<file path="src/rtl/regfile_pkg.sv">
// Shared constants for the regfile_sb register file: default geometry and
// the clear-engine state encoding.
package regfile_pkg;

  localparam int DEF_DATA_W = 16;
  localparam int DEF_ADDR_W = 3;
  localparam int DEF_NRD    = 2;

  typedef logic [0:0] state_t;

  localparam state_t ST_IDLE  = 1'b0;
  localparam state_t ST_CLEAR = 1'b1;

endpackage

</file>
<file path="src/rtl/regfile_scoreboard.sv">
// Busy scoreboard for regfile_sb: one pending bit per register, set by an
// accepted issue, cleared by writeback, wiped by the clear engine.
// Optional feature: REGFILE_ZERO_REG_EN keeps register 0 permanently not-busy
// and always accepts issues to it while idle.
import regfile_pkg::*;

module regfile_scoreboard #(
  parameter int ADDR_W = DEF_ADDR_W,
  parameter int NRD    = DEF_NRD
) (
  input  logic                  clk,
  input  logic                  rst,
  input  logic                  idle,
  input  logic                  issue_valid,
  input  logic [ADDR_W-1:0]     issue_addr,
  input  logic                  wr_fire,
  input  logic [ADDR_W-1:0]     wr_addr,
  input  logic                  clr_all,
  input  logic [NRD*ADDR_W-1:0] rd_addr,
  output logic                  issue_ready,
  output logic [NRD-1:0]        rd_busy
);

  localparam int DEPTH = 1 << ADDR_W;

  logic [DEPTH-1:0] busy;
  logic [DEPTH-1:0] busy_next;
  logic             issue_fire;

  // A reservation is possible when the target is free or is being written back right now
  always_comb begin
    issue_ready = idle & (~busy[issue_addr] | (wr_fire & (wr_addr == issue_addr)));
`ifdef REGFILE_ZERO_REG_EN
    if (issue_addr == '0) begin
      issue_ready = idle;
    end
`endif
    issue_fire = issue_valid & issue_ready;
  end

  // Per-port hazard lookup; a same-cycle writeback resolves the hazard
  always_comb begin
    logic [ADDR_W-1:0] a;
    a       = '0;
    rd_busy = '0;
    for (int k = 0; k < NRD; k++) begin
      a          = rd_addr[k*ADDR_W +: ADDR_W];
      rd_busy[k] = busy[a] & ~(wr_fire & (a == wr_addr));
    end
  end

  // Next busy vector: writeback clears, the new producer's issue wins, clear-all overrides both
  always_comb begin
    busy_next = busy;
    if (wr_fire) begin
      busy_next[wr_addr] = 1'b0;
    end
    if (issue_fire) begin
      busy_next[issue_addr] = 1'b1;
    end
    if (clr_all) begin
      busy_next = '0;
    end
`ifdef REGFILE_ZERO_REG_EN
    busy_next[0] = 1'b0;
`endif
  end

  // Busy bits register
  always_ff @(posedge clk) begin
    if (!rst) begin
      busy <= '0;
    end else begin
      busy <= busy_next;
    end
  end

endmodule

</file>
<file path="src/rtl/regfile_sb.sv">
// regfile_sb: multi-read-port register file with write-first bypass, a busy
// scoreboard for issue/writeback hazards and a one-register-per-cycle clear
// engine. Synchronous active-low reset.
// Optional feature: REGFILE_ZERO_REG_EN hardwires register 0 to zero.
import regfile_pkg::*;

module regfile_sb #(
  parameter int DATA_W = DEF_DATA_W,
  parameter int ADDR_W = DEF_ADDR_W,
  parameter int NRD    = DEF_NRD
) (
  input  logic                  clk,
  input  logic                  rst,
  input  logic                  issue_valid,
  input  logic [ADDR_W-1:0]     issue_addr,
  output logic                  issue_ready,
  input  logic                  wr_en,
  input  logic [ADDR_W-1:0]     wr_addr,
  input  logic [DATA_W-1:0]     wr_data,
  input  logic [NRD*ADDR_W-1:0] rd_addr,
  output logic [NRD*DATA_W-1:0] rd_data,
  output logic [NRD-1:0]        rd_busy,
  input  logic                  clr_start,
  output logic                  clr_active,
  output logic                  clr_done
);

  localparam int                DEPTH    = 1 << ADDR_W;
  localparam logic [ADDR_W-1:0] LAST_IDX = ADDR_W'(DEPTH - 1);

  logic [DATA_W-1:0] regs [DEPTH];
  state_t            state;
  logic [ADDR_W-1:0] idx;
  logic              idle;
  logic              wr_fire;
  logic              wr_store;
  logic              clr_all;

  assign idle       = (state == ST_IDLE);
  assign clr_active = (state == ST_CLEAR);
  assign wr_fire    = wr_en & idle;
  assign clr_all    = idle & clr_start;

`ifdef REGFILE_ZERO_REG_EN
  assign wr_store = wr_fire & (wr_addr != '0);
`else
  assign wr_store = wr_fire;
`endif

  regfile_scoreboard #(
    .ADDR_W (ADDR_W),
    .NRD    (NRD)
  ) u_scoreboard (
    .clk         (clk),
    .rst         (rst),
    .idle        (idle),
    .issue_valid (issue_valid),
    .issue_addr  (issue_addr),
    .wr_fire     (wr_fire),
    .wr_addr     (wr_addr),
    .clr_all     (clr_all),
    .rd_addr     (rd_addr),
    .issue_ready (issue_ready),
    .rd_busy     (rd_busy)
  );

  // Clear engine: sweep index 0..DEPTH-1, then pulse clr_done for one cycle
  always_ff @(posedge clk) begin
    if (!rst) begin
      state    <= ST_IDLE;
      idx      <= '0;
      clr_done <= 1'b0;
    end else begin
      clr_done <= 1'b0;
      case (state)
        ST_IDLE: begin
          if (clr_start) begin
            state <= ST_CLEAR;
            idx   <= '0;
          end
        end
        ST_CLEAR: begin
          if (idx == LAST_IDX) begin
            state    <= ST_IDLE;
            idx      <= '0;
            clr_done <= 1'b1;
          end else begin
            idx <= idx + ADDR_W'(1);
          end
        end
        default: begin
          state <= ST_IDLE;
          idx   <= '0;
        end
      endcase
    end
  end

  // Register array: the clear sweep has priority, writebacks only land while idle
  always_ff @(posedge clk) begin
    if (!rst) begin
      for (int i = 0; i < DEPTH; i++) begin
        regs[i] <= '0;
      end
    end else if (clr_active) begin
      regs[idx] <= '0;
    end else if (wr_store) begin
      regs[wr_addr] <= wr_data;
    end
  end

  // Read ports: write-first bypass while idle, otherwise straight from the array
  always_comb begin
    logic [ADDR_W-1:0] a;
    a       = '0;
    rd_data = '0;
    for (int k = 0; k < NRD; k++) begin
      a = rd_addr[k*ADDR_W +: ADDR_W];
      if (wr_fire && (a == wr_addr)) begin
        rd_data[k*DATA_W +: DATA_W] = wr_data;
      end else begin
        rd_data[k*DATA_W +: DATA_W] = regs[a];
      end
`ifdef REGFILE_ZERO_REG_EN
      if (a == '0) begin
        rd_data[k*DATA_W +: DATA_W] = '0;
      end
`endif
    end
  end

endmodule

</file>
<file path="config.mk">
export PLATFORM = sky130hd
export DESIGN_NAME = regfile_sb
export DESIGN_NICKNAME = d
export VERILOG_FILES = /design/src/rtl/regfile_pkg.sv /design/src/rtl/regfile_scoreboard.sv /design/src/rtl/regfile_sb.sv
export SDC_FILE = /design/constraint.sdc
export NUM_CORES = 1
export LEC_CHECK = 0
export ABC_AREA = 1
export CAP_MARGIN = 20
export CORE_MARGIN = 4
export CORE_UTILIZATION = 40
export CTS_CLUSTER_DIAMETER = 120
export DETAILED_ROUTE_END_ITERATION = 6
export SYNTH_ARGS = -nofsm -noshare
export SYNTH_HDL_FRONTEND = slang
export SYNTH_SLANG_ARGS = --single-unit
</file>
<file path="constraint.sdc">
create_clock -name clk -period 4.89 [get_ports clk]
set_clock_uncertainty 0.1 [all_clocks]
set_input_delay 0.978 -clock clk [delete_from_list [all_inputs] [get_ports clk]]
set_output_delay 0.978 -clock clk [all_outputs]
set_load 0.01 [all_outputs]
</file>
==> impl_metrics.xml, run 1 <==
<?xml version="1.0" encoding="UTF-8"?>
<metrics>
  <group name="pwr">
    <metric name="p_sw" unit="µW">879</metric>
    <metric name="p_leak" unit="µW">0.00359</metric>
    <metric name="power_per_cell_area" unit="nW/µm²">339</metric>
    <metric name="switching_share" unit="%">26.7</metric>
    <metric name="vdd.ir_drop.worst" unit="µV">282</metric>
    <metric name="combinationalPowerShare" unit="%">15.2</metric>
    <metric name="pwr-share-seq" unit="%">42.0</metric>
    <metric name="clock_network_fraction_of_total_power" unit="%">42.8</metric>
    <metric name="p_int" unit="µW">2420</metric>
  </group>
  <group name="run_status">
    <metric name="status" unit="">finished, final reports clean</metric>
  </group>
  <group name="finish">
    <metric name="final.fill_count" unit="">1958</metric>
    <metric name="layout.cells.non_filler" unit="">1304</metric>
    <metric name="final_layout_size_suffix_gt1_share" unit="%">8.99</metric>
    <metric name="final_nets" unit="">1056</metric>
    <metric name="syn_to_final_growth" unit="%">18.8</metric>
    <metric name="leading_cell_types_in_the_layout_fill_and_taps_excluded" unit="">nor2_1, o21ai_0, edfxtp_1, nand2_1, inv_1</metric>
    <metric name="n_antenna_cell" unit="">0</metric>
    <metric name="leading_cell_type_in_the_layout_fill_and_taps_excluded" unit="">nor2_1</metric>
  </group>
  <group name="routing">
    <metric name="vias" unit="">7249</metric>
    <metric name="antenna_violating_nets_post_route" unit="">0</metric>
    <metric name="drt_drc_violations_left" unit="">0</metric>
    <metric name="detail_route.first_pass.iterations" unit="">5</metric>
    <metric name="totalWireLength" unit="µm">24500</metric>
    <metric name="detail_route.iter0.violations" unit="">695</metric>
    <metric name="drt-vias-per-instance" unit="">5.56</metric>
    <metric name="routed_wire_length_per_instance" unit="µm">18.8</metric>
  </group>
  <group name="place">
    <metric name="hpwl" unit="µm">15500</metric>
    <metric name="numPlacedInstances" unit="">1272</metric>
    <metric name="place.port_buffers" unit="">69</metric>
    <metric name="place_congestion" unit="">0.792</metric>
  </group>
  <group name="clocking">
    <metric name="cts_inserted_buffers" unit="">17</metric>
    <metric name="clkTransAtPathRegs" unit="ns">0.06</metric>
    <metric name="cts_tree" unit="">built</metric>
    <metric name="cts_max_level" unit="">4</metric>
    <metric name="post-cts-setup-buffers" unit="">0</metric>
    <metric name="clock_sinks" unit="">141</metric>
    <metric name="clock_insertion_delay_worst_skew" unit="ns">0.43</metric>
    <metric name="cts-root-to-sink-buffers" unit="">2</metric>
    <metric name="clock-root-buffer" unit="">clkbuf_16</metric>
    <metric name="cts_hold_repair.buffers" unit="">0</metric>
    <metric name="cts_resized" unit="">0</metric>
  </group>
  <group name="critical_path">
    <metric name="critical_path_peak_fanout" unit="">19</metric>
    <metric name="critical_path_arrival" unit="ns">3.36</metric>
    <metric name="path_class" unit="">input port to output port</metric>
    <metric name="timing.critical_path.from_type" unit="">input port</metric>
    <metric name="required_time_of_the_critical_path" unit="ns">3.81</metric>
    <metric name="critical_path.endpoint_type" unit="">output port</metric>
  </group>
  <group name="grt">
    <metric name="grt_start_max_net_pins" unit="">46</metric>
    <metric name="wire_length_of_the_first_global_routing_pass" unit="µm">37800</metric>
    <metric name="overflow" unit="">0</metric>
    <metric name="grt_use_total" unit="%">21.9</metric>
    <metric name="grt_antenna_before_repair" unit="">0</metric>
    <metric name="via_count_of_the_first_global_routing_pass" unit="">6702</metric>
  </group>
  <group name="yosys">
    <metric name="syn-mean-instance-area" unit="µm²">8.38</metric>
    <metric name="synth.distinct_cells" unit="">35</metric>
    <metric name="ys_seq_elements" unit="">141</metric>
    <metric name="synthCells" unit="">976</metric>
    <metric name="synth_enable_flop_cells" unit="">128</metric>
    <metric name="synth.largest_area_cell" unit="">edfxtp_1</metric>
    <metric name="ys.flop_type" unit="">edfxtp_1</metric>
    <metric name="synth_top_area_share" unit="%">47.0</metric>
    <metric name="cell_types_occupying_the_most_area_after_synthesis" unit="">edfxtp_1, o21ai_0, nor2_1</metric>
    <metric name="synth.yosys.warnings" unit="">0</metric>
    <metric name="postSynth.asyncResetShare" unit="%">0</metric>
    <metric name="syn_nets" unit="">1011</metric>
    <metric name="post_synth_instance_area" unit="µm²">8180</metric>
    <metric name="synth_sequential_area_ratio" unit="%">50.2</metric>
  </group>
  <group name="floorplanning">
    <metric name="floorplan.initialDensity" unit="%">40.6</metric>
    <metric name="design.portCount" unit="">70</metric>
    <metric name="die_width" unit="µm">151</metric>
    <metric name="std_cell_rows" unit="">52</metric>
    <metric name="dieArea" unit="µm²">22800</metric>
    <metric name="die_height" unit="µm">151</metric>
    <metric name="coreArea" unit="µm²">20200</metric>
  </group>
  <group name="sta">
    <metric name="post-route-period-util" unit="%">90.8</metric>
    <metric name="worstMarginPinSlew" unit="ns">0.870</metric>
    <metric name="unrepaired_setup_endpoints_after_global_routing" unit="">no</metric>
    <metric name="drv_slew" unit="">0</metric>
    <metric name="final_period_minus_worst_setup_slack" unit="ns">4.44</metric>
    <metric name="final_number_of_hold_violating_endpoints" unit="">0</metric>
    <metric name="max_clock_freq" unit="MHz">225</metric>
    <metric name="timing.setup.tns" unit="ns">0</metric>
    <metric name="setup_viol_count_final" unit="">0</metric>
    <metric name="timing.max_slew.rel_slack" unit="%">41.9</metric>
  </group>
  <group name="min_path">
    <metric name="hold_class" unit="">register to register</metric>
  </group>
  <group name="flow_run">
    <metric name="max_cap_viol_count" unit="">0</metric>
  </group>
</metrics>
flip-flops by register name, summed over array words and instances, names as in the netlist:
register / flops
clr_done: 1
u_scoreboard.busy: 8
idx: 3
clr_active: 1
regs: 128
metrics by stage:
stage | area, µm² | power [µW] | util (%) | setup slack (ns) | hold WS [ns]
finish | 9720 | 3300 | 48.2 | 0.449 | 0.403
global route | 9720 | 3420 | 48.2 | 0.352 | 0.438
CTS | 9720 | 3310 | 48.2 | 0.479 | 0.402
detailed placement | 9080 | 1910 | 45.0 | 0.500 | 0.395
global placement | 9080 | 1910 | 45.0 | 0.460 | 0.391
floorplan | 8180 | 1690 | - | 1.71 | 0.367
final timing paths:
check	slack, ns	depth (start not counted)	endpoint	startpoint
worst max-delay path	0.45	8	rd_data[24]	wr_addr[1]
worst min register to register	0.40	2	idx[0]	idx[0]
worst max register to register	2.14	9	regs[6][1]	clr_active
worst min-delay path	0.40	2	idx[0]	idx[0]
per-layer routing:
layer | up-vias | global-route usage, % | share of wire [%]
li1 | 3486 | - | -
met1 | 3404 | 28.2 | 41
met2 | 301 | 36.7 | 49
met3 | 58 | 3.89 | 6.9
met4 | 0 | 8.79 | 3.0
met5 | - | 0 | 0
critical path, stage by stage:
cell and delay, ns:
clkdlybuf4s50_1 0.52, inv_1 0.22, o22ai_1 0.12, a21oi_1 0.13, nand3_1 0.30, buf_12 0.28
o21ai_0 0.21, clkdlybuf4s50_1 0.59
power by group through the flow:
stage                     clock (µW)  combinational (µW)  sequential [µW]
after CTS                       1420                 501             1390
final                           1410                 501             1390
after global placement             0                 499             1410
after floorplan                    0                 287             1410
after global routing            1490                 547             1390
after detailed placement           0                 498             1410
cells in the mapped netlist (2+ instances only):
cell	count
nor2_1	164
o21ai_0	141
edfxtp_1	128
nand2_1	105
inv_1	86
a21oi_1	77
nand3_1	66
o211ai_1	60
clkbuf_1	50
dfxtp_1	13
nand4_1	9
buf_6	8
o22ai_1	8
buf_1	7
nor3_1	6
buf_2	5
nand2_2	5
nand2_4	5
nor2_2	5
xnor2_1	5
a211oi_1	2
a22oi_1	2
ha_1	2
inv_4	2
nand3_4	2
nor3b_1	2
o21ai_4	2
o221a_2	2
logic make-up (layout without fill, tap and decap cells):
group                    after synthesis  count (layout)  synth area share (%)
XOR/XNOR                               5               5                 0.535
AND/OR/NAND/NOR                      372             372                  20.0
adder cells (fa/ha/maj)                2               2                 0.306
AO/OA/AOI/OAI                        296             296                  20.8
buffers and inverters                160             218                  8.23
flip-flops                           141             141                  50.2
final cells by class:
cell class,instances,area [µm²],share of cell area [%]
clock buffer,17,425,4.38
multi-input combinational,675,3410,35.0
tap,270,338,3.48
clock inverter,15,211,2.18
sequential,141,4100,42.2
inverter,90,344,3.54
timing repair buffer,96,891,9.17
No activity file was read; power rests on OpenSTA's default activity.
==> inputs of run 2 (changes only) <==
--- a/config.mk
+++ b/config.mk
@@ -11,6 +11,7 @@
 export CORE_UTILIZATION = 40
 export CTS_CLUSTER_DIAMETER = 120
 export DETAILED_ROUTE_END_ITERATION = 6
+export SKIP_LAST_GASP = 1
 export SYNTH_ARGS = -nofsm -noshare
 export SYNTH_HDL_FRONTEND = slang
 export SYNTH_SLANG_ARGS = --single-unit
==> results of run 2 <==
The final DEF is identical to that of run 1; final timing and power are the same.
==> inputs of run 3 (changes only) <==
--- a/config.mk
+++ b/config.mk
@@ -7,7 +7,7 @@
 export LEC_CHECK = 0
 export ABC_AREA = 1
 export CAP_MARGIN = 20
-export CORE_MARGIN = 4
+export CORE_MARGIN = 2
 export CORE_UTILIZATION = 40
 export CTS_CLUSTER_DIAMETER = 120
 export DETAILED_ROUTE_END_ITERATION = 6
==> run 3 against run 2 <==
Against the previous run:
- cell count decreased by 0.54%
- register-to-register slack got worse by 0.05 ns
- utilization decreased by 0.58 points
- largest power group is now registers
==> impl_metrics.xml, run 3 (same netlist as run 1, synthesis figures left out) <==
<?xml version="1.0" encoding="UTF-8"?>
<metrics>
  <group name="finish">
    <metric name="largest_register_ff_count" unit="">128</metric>
    <metric name="syn_to_final_growth" unit="%">17.4</metric>
    <metric name="final_util" unit="%">47.6</metric>
    <metric name="final.fill_count" unit="">1997</metric>
    <metric name="final_layout_size_suffix_gt1_share" unit="%">8.18</metric>
    <metric name="final_nets" unit="">1049</metric>
    <metric name="layout.cells.non_filler" unit="">1297</metric>
    <metric name="leading_cell_types_in_the_layout_fill_and_taps_excluded" unit="">nor2_1, o21ai_0, edfxtp_1, nand2_1, inv_1</metric>
    <metric name="largest_regs" unit="">regs (128), u_scoreboard.busy (8), idx (3)</metric>
    <metric name="final_design_area_no_fill" unit="µm²">9600</metric>
    <metric name="n_antenna_cell" unit="">0</metric>
    <metric name="leading_cell_type_in_the_layout_fill_and_taps_excluded" unit="">nor2_1</metric>
    <metric name="top_register" unit="">regs</metric>
  </group>
  <group name="clocking">
    <metric name="clock_insertion_delay_worst_skew" unit="ns">0.42</metric>
    <metric name="clock-root-buffer" unit="">clkbuf_16</metric>
    <metric name="cts_max_level" unit="">4</metric>
    <metric name="cts_tree" unit="">built</metric>
    <metric name="post-cts-setup-buffers" unit="">0</metric>
    <metric name="clock_sinks" unit="">141</metric>
    <metric name="cts_resized" unit="">0</metric>
    <metric name="cts-root-to-sink-buffers" unit="">2</metric>
    <metric name="clkTransAtPathRegs" unit="ns">0.06</metric>
    <metric name="cts_inserted_buffers" unit="">17</metric>
    <metric name="cts_hold_repair.buffers" unit="">0</metric>
  </group>
  <group name="critical_path">
    <metric name="critical_path_arrival" unit="ns">3.36</metric>
    <metric name="max_stage_delay" unit="ns">0.81</metric>
    <metric name="required_time_of_the_critical_path" unit="ns">3.81</metric>
    <metric name="path_cells" unit="">clkdlybuf4s50_1, inv_1, nand3_1, nand3_1, o21ai_0, clkdlybuf4s50_1</metric>
    <metric name="path_delay_family" unit="">buffers and inverters</metric>
    <metric name="timing.critical_path.from_type" unit="">input port</metric>
    <metric name="critical_path_peak_fanout" unit="">21</metric>
    <metric name="path_class" unit="">input port to output port</metric>
    <metric name="critical_path.endpoint_type" unit="">output port</metric>
    <metric name="timing.critical_path.slowest_stage_cell" unit="">inv_1</metric>
    <metric name="worst-path-buf-inv" unit="">3</metric>
  </group>
  <group name="floorplanning">
    <metric name="design.portCount" unit="">70</metric>
    <metric name="std_cell_rows" unit="">52</metric>
    <metric name="die_width" unit="µm">147</metric>
    <metric name="dieArea" unit="µm²">21600</metric>
    <metric name="floorplan.initialDensity" unit="%">40.6</metric>
    <metric name="coreArea" unit="µm²">20200</metric>
    <metric name="die_height" unit="µm">147</metric>
  </group>
  <group name="place">
    <metric name="numPlacedInstances" unit="">1265</metric>
    <metric name="place_congestion" unit="">0.824</metric>
    <metric name="hpwl" unit="µm">14800</metric>
    <metric name="placement.cell_area" unit="µm²">9050</metric>
    <metric name="place.port_buffers" unit="">69</metric>
  </group>
  <group name="grt">
    <metric name="via_count_of_the_first_global_routing_pass" unit="">6863</metric>
    <metric name="grt_start_max_net_pins" unit="">121</metric>
    <metric name="grt_use_total" unit="%">23.3</metric>
    <metric name="grt_antenna_before_repair" unit="">0</metric>
    <metric name="wire_length_of_the_first_global_routing_pass" unit="µm">38300</metric>
    <metric name="overflow" unit="">0</metric>
  </group>
  <group name="sta">
    <metric name="drv_slew" unit="">0</metric>
    <metric name="timing.max_slew.rel_slack" unit="%">35.1</metric>
    <metric name="final_period_minus_worst_setup_slack" unit="ns">4.44</metric>
    <metric name="unrepaired_setup_endpoints_after_global_routing" unit="">no</metric>
    <metric name="post-route-period-util" unit="%">90.8</metric>
    <metric name="timing.setup.tns" unit="ns">0</metric>
    <metric name="worstMarginPinSlew" unit="ns">0.973</metric>
    <metric name="max_clock_freq" unit="MHz">225</metric>
    <metric name="final_number_of_hold_violating_endpoints" unit="">0</metric>
    <metric name="setup_viol_count_final" unit="">0</metric>
  </group>
  <group name="routing">
    <metric name="totalWireLength" unit="µm">24900</metric>
    <metric name="routed_wire_length_per_instance" unit="µm">19.2</metric>
    <metric name="antenna_violating_nets_post_route" unit="">0</metric>
    <metric name="drt-vias-per-instance" unit="">5.60</metric>
    <metric name="detail_route.iter0.violations" unit="">744</metric>
    <metric name="drt_drc_violations_left" unit="">0</metric>
    <metric name="detail_route.first_pass.iterations" unit="">6</metric>
    <metric name="vias" unit="">7259</metric>
  </group>
  <group name="min_path">
    <metric name="hold_class" unit="">register to register</metric>
  </group>
  <group name="pwr">
    <metric name="vdd.ir_drop.worst" unit="µV">254</metric>
    <metric name="power_per_cell_area" unit="nW/µm²">323</metric>
    <metric name="p_leak" unit="µW">0.00352</metric>
  </group>
  <group name="flow_run">
    <metric name="max_cap_viol_count" unit="">0</metric>
  </group>
  <group name="run_status">
    <metric name="status" unit="">finished, final reports clean</metric>
  </group>
</metrics>
run 3: worst paths after layout:
| check | slack (ns) | to | cells past startpoint | startpoint |
|---|---|---|---|---|
| worst min register to register | 0.40 | u_scoreboard.busy[3] | 2 | u_scoreboard.busy[3] |
| worst max-delay path | 0.45 | rd_data[3] | 6 | rd_addr[2] |
| worst max register to register | 2.09 | regs[7][1] | 11 | clr_active |
| worst min-delay path | 0.40 | u_scoreboard.busy[3] | 2 | u_scoreboard.busy[3] |
run 3: worst register-to-register path, delay by kind of cell (launching register included):
family	cells	cell delay, ns
buf+inv	4	0.63
flops	1	0.52
simple gates	6	1.15
compound gates	1	0.09
run 3: report_power, final:
group,switching [µW],internal [µW]
registers,21.4,1360
clock network,518,698
logic,314,188
run 3: through the flow:
step                      setup slack (ns)  hold slack [ns]  power (µW)
after floorplan                       1.71            0.367        1690
after global placement               0.548            0.389        1910
after detailed placement             0.517            0.390        1910
after CTS                            0.503            0.400        3110
after global routing                 0.327            0.440        3210
final                                0.450            0.404        3110
run 3: area by class of cell:
class	instances	area, µm²	area share [%]
well taps	270	338	3.52
repair buffers	89	863	8.99
clock buffers	18	429	4.47
clock inverters	14	119	1.24
multi-input cells	675	3410	35.5
inverters	90	344	3.58
flip-flops and latches	141	4100	42.7
run 3: metal layers:
| metal | vias to the layer above | GRT usage [%] | part of all wire (%) |
|---|---|---|---|
| li1 | 3478 | - | - |
| met1 | 3439 | 29.6 | 42 |
| met2 | 285 | 39.6 | 48 |
| met3 | 57 | 4.38 | 6.5 |
| met4 | 0 | 9.33 | 3.1 |
| met5 | - | 0 | 0 |
